`src/rtl/fetch_pkg.sv`:
```
// Shared constants and helpers for the instruction fetch slice.
// No logic of its own; used by the fetch unit, its queue and the interface.
// Not applicable (no handshakes live here).
package fetch_pkg;

  localparam int ILEN    = 32;
  localparam int PC_STEP = 4;

  // Index width for a power-of-two table of n entries.
  function automatic int clog2(input int n);
    return $clog2(n);
  endfunction

endpackage

```
`src/rtl/fetch_unit_if.sv`:
```
// Bundle of the fetch unit's memory, redirect and decode-side signals.
// Pure wiring, zero latency.
// Request side is valid/ready, response side has no backpressure, decode side is valid/ready.
interface fetch_unit_if #(parameter int XLEN = 32);
  import fetch_pkg::*;

  logic             imem_req_valid;
  logic             imem_req_ready;
  logic [XLEN-1:0]  imem_req_addr;
  logic             imem_rsp_valid;
  logic [ILEN-1:0]  imem_rsp_data;
  logic             redirect_valid;
  logic [XLEN-1:0]  redirect_pc;
  logic             inst_valid;
  logic             inst_ready;
  logic [ILEN-1:0]  inst_data;
  logic [XLEN-1:0]  inst_pc;

  // Fetch unit side.
  modport master (
    output imem_req_valid, imem_req_addr, inst_valid, inst_data, inst_pc,
    input  imem_req_ready, imem_rsp_valid, imem_rsp_data,
           redirect_valid, redirect_pc, inst_ready
  );

  // Memory / decode / branch-unit side.
  modport slave (
    input  imem_req_valid, imem_req_addr, inst_valid, inst_data, inst_pc,
    output imem_req_ready, imem_rsp_valid, imem_rsp_data,
           redirect_valid, redirect_pc, inst_ready
  );

endinterface

```
`src/rtl/fetch_queue.sv`:
```
// DEPTH-entry instruction FIFO with synchronous flush and an occupancy count.
// Write in cycle t is visible at the head in cycle t+1 (registered, no bypass).
// No internal backpressure: the caller guarantees push never lands on a full queue.
module fetch_queue
  import fetch_pkg::*;
#(
  parameter int DEPTH = 4
) (
  input  logic                    clk,
  input  logic                    reset,
  input  logic                    flush,
  input  logic                    push,
  input  logic [ILEN-1:0]         push_data,
  input  logic                    pop,
  output logic [ILEN-1:0]         head_data,
  output logic [clog2(DEPTH):0]   count
);

  localparam int AW = clog2(DEPTH);

  logic [ILEN-1:0] mem [DEPTH];
  logic [AW-1:0]   wr_ptr;
  logic [AW-1:0]   rd_ptr;

  // Storage array write; a flush cancels the write in the same cycle.
  always_ff @(posedge clk) begin
    if (push && !flush) mem[wr_ptr] <= push_data;
  end

  // Pointer and occupancy tracking; flush empties the queue outright.
  always_ff @(posedge clk or posedge reset) begin
    if (reset) begin
      wr_ptr <= '0;
      rd_ptr <= '0;
      count  <= '0;
    end else if (flush) begin
      wr_ptr <= '0;
      rd_ptr <= '0;
      count  <= '0;
    end else begin
      if (push) wr_ptr <= wr_ptr + 1'b1;
      if (pop)  rd_ptr <= rd_ptr + 1'b1;
      if (push && !pop)      count <= count + 1'b1;
      else if (pop && !push) count <= count - 1'b1;
    end
  end

  // Empty queue presents zero rather than stale storage.
  assign head_data = (count != '0) ? mem[rd_ptr] : '0;

endmodule

```
`src/rtl/fetch_unit.sv`:
```
// Sequential instruction fetch: issues word-aligned reads, queues in-order responses for decode.
// Response in cycle t reaches inst_valid in t+1; first request goes out the cycle after reset.
// Requests are credit-limited so queued plus live in-flight words never exceed DEPTH; decode stalls via inst_ready.
module fetch_unit
  import fetch_pkg::*;
#(
  parameter int              XLEN     = 32,
  parameter int              DEPTH    = 4,
  parameter logic [XLEN-1:0] RESET_PC = '0
) (
  input  logic          clk,
  input  logic          reset,
  fetch_unit_if.master  bus
);

  localparam int CW = clog2(DEPTH) + 1;
  localparam logic [CW-1:0] DEPTH_CNT = CW'(DEPTH);
  localparam logic [CW:0]   DEPTH_OCC = (CW + 1)'(DEPTH);

  logic [XLEN-1:0] fetch_pc;
  logic [XLEN-1:0] head_pc;
  logic [XLEN-1:0] redirect_target;
  logic [CW-1:0]   outstanding;
  logic [CW-1:0]   drop;
  logic [CW-1:0]   live;
  logic [CW-1:0]   rsp_dec;
  logic [CW-1:0]   q_count;
  logic [CW:0]     occupancy;
  logic            req_fire;
  logic            push;
  logic            pop;

  // Responses already owed to a flushed stream do not need queue space.
  assign live      = outstanding - drop;
  assign occupancy = {1'b0, q_count} + {1'b0, live};
  assign rsp_dec   = {{(CW-1){1'b0}}, bus.imem_rsp_valid};

  assign bus.imem_req_valid = !reset && !bus.redirect_valid &&
                              (occupancy < DEPTH_OCC) && (outstanding < DEPTH_CNT);
  assign bus.imem_req_addr  = fetch_pc;
  assign req_fire           = bus.imem_req_valid && bus.imem_req_ready;

  // A redirect flushes the queue, so neither a push nor a pop may land that cycle.
  assign push = bus.imem_rsp_valid && (drop == '0) && !bus.redirect_valid;
  assign pop  = bus.inst_valid && bus.inst_ready && !bus.redirect_valid;

  assign redirect_target = {bus.redirect_pc[XLEN-1:2], 2'b00};

  assign bus.inst_valid = (q_count != '0);
  assign bus.inst_pc    = head_pc;

  // PCs, in-flight count and stale-response count; redirect overrides everything.
  always_ff @(posedge clk or posedge reset) begin
    if (reset) begin
      fetch_pc    <= RESET_PC;
      head_pc     <= RESET_PC;
      outstanding <= '0;
      drop        <= '0;
    end else if (bus.redirect_valid) begin
      fetch_pc    <= redirect_target;
      head_pc     <= redirect_target;
      outstanding <= outstanding - rsp_dec;
      drop        <= outstanding - rsp_dec;
    end else begin
      if (req_fire) fetch_pc <= fetch_pc + XLEN'(PC_STEP);
      if (pop)      head_pc  <= head_pc + XLEN'(PC_STEP);
      case ({req_fire, bus.imem_rsp_valid})
        2'b10:   outstanding <= outstanding + 1'b1;
        2'b01:   outstanding <= outstanding - 1'b1;
        default: outstanding <= outstanding;
      endcase
      if (bus.imem_rsp_valid && (drop != '0)) drop <= drop - 1'b1;
    end
  end

  fetch_queue #(
    .DEPTH (DEPTH)
  ) u_queue (
    .clk       (clk),
    .reset     (reset),
    .flush     (bus.redirect_valid),
    .push      (push),
    .push_data (bus.imem_rsp_data),
    .pop       (pop),
    .head_data (bus.inst_data),
    .count     (q_count)
  );

endmodule

```
`src/flat_wrapper.sv`:
```
// flat-port wrapper written by rule: the top's interface ports become plain ports
module fetch_unit_flat import fetch_pkg::*;
#(
  parameter int              XLEN     = 32,
  parameter int              DEPTH    = 4,
  parameter logic [XLEN-1:0] RESET_PC = '0
)
  (clk, reset, bus_imem_req_valid, bus_imem_req_addr, bus_inst_valid, bus_inst_data, bus_inst_pc, bus_imem_req_ready, bus_imem_rsp_valid, bus_imem_rsp_data, bus_redirect_valid, bus_redirect_pc, bus_inst_ready);
  fetch_unit_if #(.XLEN(XLEN)) bus_i ();
  input  logic clk;
  input  logic reset;
  output wire logic [$bits(bus_i.imem_req_valid)-1:0] bus_imem_req_valid;
  output wire logic [$bits(bus_i.imem_req_addr)-1:0] bus_imem_req_addr;
  output wire logic [$bits(bus_i.inst_valid)-1:0] bus_inst_valid;
  output wire logic [$bits(bus_i.inst_data)-1:0] bus_inst_data;
  output wire logic [$bits(bus_i.inst_pc)-1:0] bus_inst_pc;
  input wire logic [$bits(bus_i.imem_req_ready)-1:0] bus_imem_req_ready;
  input wire logic [$bits(bus_i.imem_rsp_valid)-1:0] bus_imem_rsp_valid;
  input wire logic [$bits(bus_i.imem_rsp_data)-1:0] bus_imem_rsp_data;
  input wire logic [$bits(bus_i.redirect_valid)-1:0] bus_redirect_valid;
  input wire logic [$bits(bus_i.redirect_pc)-1:0] bus_redirect_pc;
  input wire logic [$bits(bus_i.inst_ready)-1:0] bus_inst_ready;
  assign bus_imem_req_valid = bus_i.imem_req_valid;
  assign bus_imem_req_addr = bus_i.imem_req_addr;
  assign bus_inst_valid = bus_i.inst_valid;
  assign bus_inst_data = bus_i.inst_data;
  assign bus_inst_pc = bus_i.inst_pc;
  assign bus_i.imem_req_ready = bus_imem_req_ready;
  assign bus_i.imem_rsp_valid = bus_imem_rsp_valid;
  assign bus_i.imem_rsp_data = bus_imem_rsp_data;
  assign bus_i.redirect_valid = bus_redirect_valid;
  assign bus_i.redirect_pc = bus_redirect_pc;
  assign bus_i.inst_ready = bus_inst_ready;
  fetch_unit #(.XLEN(XLEN), .DEPTH(DEPTH), .RESET_PC(RESET_PC)) u_core (.clk(clk), .reset(reset), .bus(bus_i));
endmodule
```
`config.mk`:
```
export PLATFORM = sky130hd
export DESIGN_NAME = fetch_unit_flat
export DESIGN_NICKNAME = d
export VERILOG_FILES = /design/src/rtl/fetch_pkg.sv /design/src/rtl/fetch_unit_if.sv /design/src/rtl/fetch_queue.sv /design/src/rtl/fetch_unit.sv /design/src/flat_wrapper.sv
export SDC_FILE = /design/constraint.sdc
export NUM_CORES = 1
export LEC_CHECK = 0
export CORE_ASPECT_RATIO = 1.5
export CORE_MARGIN = 5
export CORE_UTILIZATION = 30
export DETAILED_ROUTE_END_ITERATION = 8
export GPL_TIMING_DRIVEN = 1
export REMOVE_ABC_BUFFERS = 1
export SLEW_MARGIN = 20
export SYNTH_ARGS = -nofsm -noshare
export SYNTH_HDL_FRONTEND = slang
export SYNTH_SLANG_ARGS = --single-unit
```
`constraint.sdc`:
```
create_clock -name clk -period 6.6 [get_ports clk]
set_input_delay 0.66 -clock clk [delete_from_list [all_inputs] [get_ports clk]]
set_output_delay 0.66 -clock clk [all_outputs]
set_load 0.02 [all_outputs]
```
==> impl_metrics.toml <==
[clocking]
postCtsSetupBuffers = 0
cts_buffers = 21
hold_buffers = 0
clockRootBuffer = "clkbuf_16"
cts_tree = "built"
clock_path_buffers = 3
clk_latency_ps = 500
cts-resized-gates = 0
ctsHtreeMaxLevel = 1
path_clk_slew_ps = 60
cts_sinks = 201

[hold_path]
hold_path_depth = 2
hp-class = "flip-flop to flip-flop"

[logic_synthesis]
synth_seq_cells = 201
ys.flop_type = "edfxtp_1"
synth_edf_count = 128
yosysWarnings = 0
syn_area_um2 = 9280
synth_area_leader_cell = "edfxtp_1"
synth_cells = 688
yosys.area.top_type_share = 0.414
ys_seq_area_frac = 0.611
synth.distinct_cells = 60
async_flop_share = 0.363
postSynthAreaPerCell_um2 = 13.5
synthTopCellsByArea = "edfxtp_1 41%, dfrtp_1 20%, mux4_2 7.8%, xor2_1 2.4%, nand2_1 2.3%"

[drt]
antenna_left = 0
drcViolationCount = 0
routedWlPerCell_um = 18.9
via_count = 6235
drtIter0Drc = 253
avgViaCountPerCell = 4.91
drt-total-wl_mm = 24.1
drt-pass1-iter-count = 4

[placed_design]
pre_cts_slack_ps = 2960
io_buffers = 161
gp_congestion = 0.824
hpwl_mm = 16.6

[sta]
rsz0062_at_grt = "no"
setup_slack_ps = 2710
slew_violations = 0
max_freq_mhz = 257
holdWs_ps = 560
hold_viol_final = 0
min_period_over_period = 0.590
slew_headroom = 0.361
layout_min_cycle_time_ps = 3890
setup_violations = 0
fin_tns_setup_ps = 0
tightest_slew_ps = 953
clock_skew_ps = 10.7

[floorplan]
die-area_um2 = 34600
rows = 79
die_h_um = 225
core_area_um2 = 30800
ios = 168
die_w_um = 154
initial_utilization = 0.301

[global_routing]
gr-total-overflow = 0
grt_pass1_vias = 6617
grt_max_degree = 74
antenna_found_initial = 0
track_usage = 0.137
grt_pass1_wl_mm = 38.0

[cells_and_area]
syn_to_final_growth_pct = 30.0
utilization = 0.391
drive_above_1_share = 0.118
fin_nets = 939
diodes = 0

[setup_path]
cp.required_ps = 5940
startpoint_type = "flip-flop"
rr_worst_depth = 13
arrival_ps = 3230
crit_fanout = 3
crit_type = "flip-flop to output pin"
critPathCaptureType = "output pin"

[flow_run]
maxCapViolations = 0

[status]
status = "finished clean"

[pwr]
peakVddDrop_v = 0.000185
power_per_cell_area_nw_per_um2 = 362
p_leak_nw = 4.21
[stage by stage]
stage	cell area [µm²]	total power [mW]	cells
6_report	12100	4.36	1270
3_3_place_gp	11300	3.18	1235
5_1_grt	12100	4.63	1270
4_1_cts	12100	4.46	1270
3_5_place_dp	11300	3.20	1235
2_1_floorplan	9140	2.50	658
[registers in the layout (all words and copies together), names as in the netlist]
signal,count
u_core.u_queue.wr_ptr,2
u_core.bus.inst_pc,30
u_core.outstanding,3
u_core.u_queue.count,3
u_core.u_queue.rd_ptr,2
u_core.u_queue.mem,128
u_core.drop,3
u_core.bus.imem_req_addr,30
[cell usage after synthesis, types with 5 or more instances]
library cell / n
edfxtp_1: 128
dfrtp_1: 73
nand2_1: 57
nand3_1: 40
mux4_2: 32
nor2b_1: 32
nor2_1: 30
o21ai_0: 30
xor2_1: 25
clkbuf_1: 21
nand4_1: 21
xnor2_1: 21
inv_1: 15
nor3_1: 15
ha_1: 13
o21ai_1: 11
and3_1: 10
and2_1: 9
mux2_2: 8
o211ai_1: 8
o311ai_1: 8
a31oi_1: 7
a21oi_1: 5
buf_2: 5
buf_4: 5
nand2b_1: 5
[layout make-up]
cell class,count,area (µm²)
clock buffers,23,533
flip-flops and latches,201,5670
clock inverters,12,179
multi-input cells,441,3420
well taps,405,507
fillers,3019,18800
inverters,16,60.1
repair buffers,172,1690
[cell usage in the layout, fill, tap and decap left out, types with 21 or more instances in the layout]
master,instances
xor2_1,25
nand2_1,57
o21ai_0,30
nor2_1,29
nor2b_1,32
clkdlybuf4s50_1,160
nand3_1,40
mux4_2,32
edfxtp_1,128
dfrtp_1,72
clkbuf_16,21
xnor2_1,21
nand4_1,21
[per-layer routing]
layer,GRT usage,share of wire
met5,0,0
met1,0.157,0.39
met4,0.0636,0.046
met3,0.0392,0.074
met2,0.238,0.49
[path summary, 6_finish.rpt]
| check | start | to | slack [ps] |
|---|---|---|---|
| min in group asynchronous | reset | u_core.outstanding[2] | 740 |
| max | u_core.outstanding[0] | bus_imem_req_valid | 2710 |
| max in group asynchronous | reset | u_core.bus.imem_req_addr[31] | 5300 |
| min | u_core.drop[1] | u_core.drop[1] | 560 |
| max reg2reg | u_core.outstanding[0] | u_core.outstanding[1] | 3010 |
| min reg2reg | u_core.drop[1] | u_core.drop[1] | 560 |
[cells by family (layout without fill, tap and decap cells)]
group                    count (synthesis)  count (layout)  synth area share
other                                    1               4          0.000404
buffers and inverters                   49             223            0.0225
adder cells (fa/ha/maj)                 16              16            0.0240
AO/OA/AOI/OAI                           80              80            0.0545
XOR/XNOR                                46              46            0.0434
AND/OR/NAND/NOR                        253             253             0.155
flip-flops                             201             201             0.611
multiplexers                            42              42            0.0895
[critical path, cell delays in order (launching register included)]
cell and delay (ps):
dfrtp_1 380, inv_1 130, ha_1 160, inv_1 50, fa_1 370, xor2_1 160
xnor2_1 170, ha_1 260, nor2_1 250, nand2_1 80, nor2_1 120, clkdlybuf4s50_1 620
[power by group]
part	switching, mW	internal (mW)	leakage [nW]	total, mW
logic	0.820	0.729	1.84	1.55
registers	0.134	1.45	2.04	1.58
clock network	0.485	0.743	0.339	1.23
total	1.44	2.92	4.21	4.36
Power figures use the tool's default switching activity.
==> RTL change (config.mk and constraints unchanged) <==
Reset style: synchronous (`reset`), changed in 2 clocked blocks.
--- a/src/rtl/fetch_queue.sv
+++ b/src/rtl/fetch_queue.sv
@@ -28,7 +28,7 @@
   end
 
   // Pointer and occupancy tracking; flush empties the queue outright.
-  always_ff @(posedge clk or posedge reset) begin
+  always_ff @(posedge clk) begin
     if (reset) begin
       wr_ptr <= '0;
       rd_ptr <= '0;
--- a/src/rtl/fetch_unit.sv
+++ b/src/rtl/fetch_unit.sv
@@ -50,7 +50,7 @@
   assign bus.inst_pc    = head_pc;
 
   // PCs, in-flight count and stale-response count; redirect overrides everything.
-  always_ff @(posedge clk or posedge reset) begin
+  always_ff @(posedge clk) begin
     if (reset) begin
       fetch_pc    <= RESET_PC;
       head_pc     <= RESET_PC;
Behaviour: differs if reset is asserted again (counterexample within 4 cycles, from zero or initial values and one cycle with reset high); with reset held inactive, the same outputs for 4 cycles.
==> RTL change against the original RTL <==
  * Final area shrank 1.0%
  * Sequential cell count grew 2
  * Worst setup slack lost 2.6 ps
  * Count of clock-buffer cells in the layout grew 3
  * Die area shrank 0.54%
  * Routed wire length grew 0.74%
  * Area after synthesis shrank 0.57%
  * Critical path depth shrank 1
  * Clock skew grew 0.75 ps
  * Non-clock buffer count is the same
  * Critical path type unchanged
  * Largest cell class unchanged
Power is not compared: it rests on default switching activity, and its combinational part moved more than twofold at a synthesized area within 25%.
==> RTL change: results (changes against the original RTL) <==
GR Layer Usage met2 -> 24.4% (+0.56 points)
Met1 WL -> 9730 um (+4.6%)
Gates resized, CTS repair -> 0 (unchanged)
Compound-Gate Fraction of Synth Area -> 8.33% (+2.9 points)
Async SR Flop Fraction -> 0% (-36 points)
Max Used Layer -> met4
WL met2 -> 12,200 um (+3.0%)
Filler Cell Count -> 2,884 (-4.5%)
Iteration-0 DRC Markers -> 310 (+23%)
Place WS -> 2660 ps (-301 ps)
Max FO, Critical Path -> 5 (+2)
Post-Synth Adder-Cell Area -> 2.55% (+0.15 points)
Routability cong. -> 0.844 (+2.4%)
Slowest stage cell on the critical path -> clkdlybuf4s50_1
Reg2Reg Capture Point -> u_core.outstanding[1]$_SDFFE_PP0P_
Worst Max-Slew Pin Slew -> 1010 ps (+57.5 ps)
Hold_sp -> u_core.u_queue.rd_ptr[1]$_SDFFE_PP0P_
Layout cells sized above 1 -> 10.7% (-1.1 points)
Synth top area cells -> edfxtp_1 (42%), dfxtp_1 (16%), mux4_2 (7.8%)
Clock skew -> 11.4 ps (+0.753 ps)
Run status -> completed
Total wire length -> 24,200 um (+0.74%)
Reg2Reg Depth -> 14 (+1)
FMAX -> 0.257 GHz (about the same)
Largest net degree at the start of global routing -> 66 (-11%)
Cell Area, Placed -> 11,200 um2 (-1.3%)
Total GRT Usage -> 13.8% (+0.095 points)
Global-route wire length before repair -> 38,400 um (+1.1%)
R2r setup slk -> 2840 ps (-170 ps)
Port Buf Inserts -> 161 (unchanged)
Routed vias/inst -> 4.99 (+1.7%)
Sequential fraction of the synthesis area -> 57.9% (-3.2 points)
DP HPWL -> 16,300 um (-1.8%)
Final Setup Violations -> 0 (unchanged)
Synth unique cells -> 62 (+3.3%)
Commonest cells post-synth -> edfxtp_1 (128), dfxtp_1 (75), nor2_1 (46), nand2_1 (42), and2_1 (40)
Reg2reg start -> u_core.outstanding[0]$_SDFFE_PP0P_
Skew-Pair Late Insertion Delay -> 500 ps (about the same)
WL met3 -> 1530 um (-13%)
Synth Warn # -> 0 (unchanged)
CTS root buf -> clkbuf_16
CTS Buf Count -> 22 (+4.8%)
Post-synthesis xor/xnor area fraction -> 4.18% (-0.17 points)
M1 GR Usage -> 16.4% (+0.71 points)
Worst path max stage delay -> 650 ps (+30 ps)
Max-cap violations -> 0 (unchanged)
Vias in the first global route -> 6,703 (+1.3%)
Post-synthesis mux area share -> 8.26% (-0.69 points)
Hold Slack -> 531 ps (-28.8 ps)
EDFF count, synth -> 128 (unchanged)
Largest register FFs -> 128 (unchanged)
Nets@finish -> 971 (+3.4%)
Met3 Use GR -> 3.54% (-0.38 points)
-- RTL change: changes by cell type after synthesis, sizes merged, moves of 16 or more --
cell   change
and2      +31
dfrtp     -73
nand3     -16
a21oi     +20
o21ai     -24
nor2b     -31
dfxtp     +75
-- RTL change: final cells by class --
class	count	area share [%]
Timing Repair Buffer	172	14.2
Clock buffer	26	4.92
Multi-Input combinational cell	465	30.0
Clock inverter	13	1.26
Sequential cell	203	44.8
Tap cell	400	4.19
Inverter	20	0.639
-- RTL change: metrics by stage --
| stage | instances | util, % |
|---|---|---|
| 2_1_floorplan | 688 | - |
| 3_3_place_gp | 1260 | 36.9 |
| 3_5_place_dp | 1260 | 36.9 |
| 4_1_cts | 1299 | 39.3 |
| 5_1_grt | 1299 | 39.3 |
| 6_report | 1299 | 39.3 |
-- RTL change: power by group --
part	total [uW]	internal [uW]	switching, uW
logic	408	194	214
clock network	1250	753	493
registers	1440	1400	44.7
total	3100	2340	752
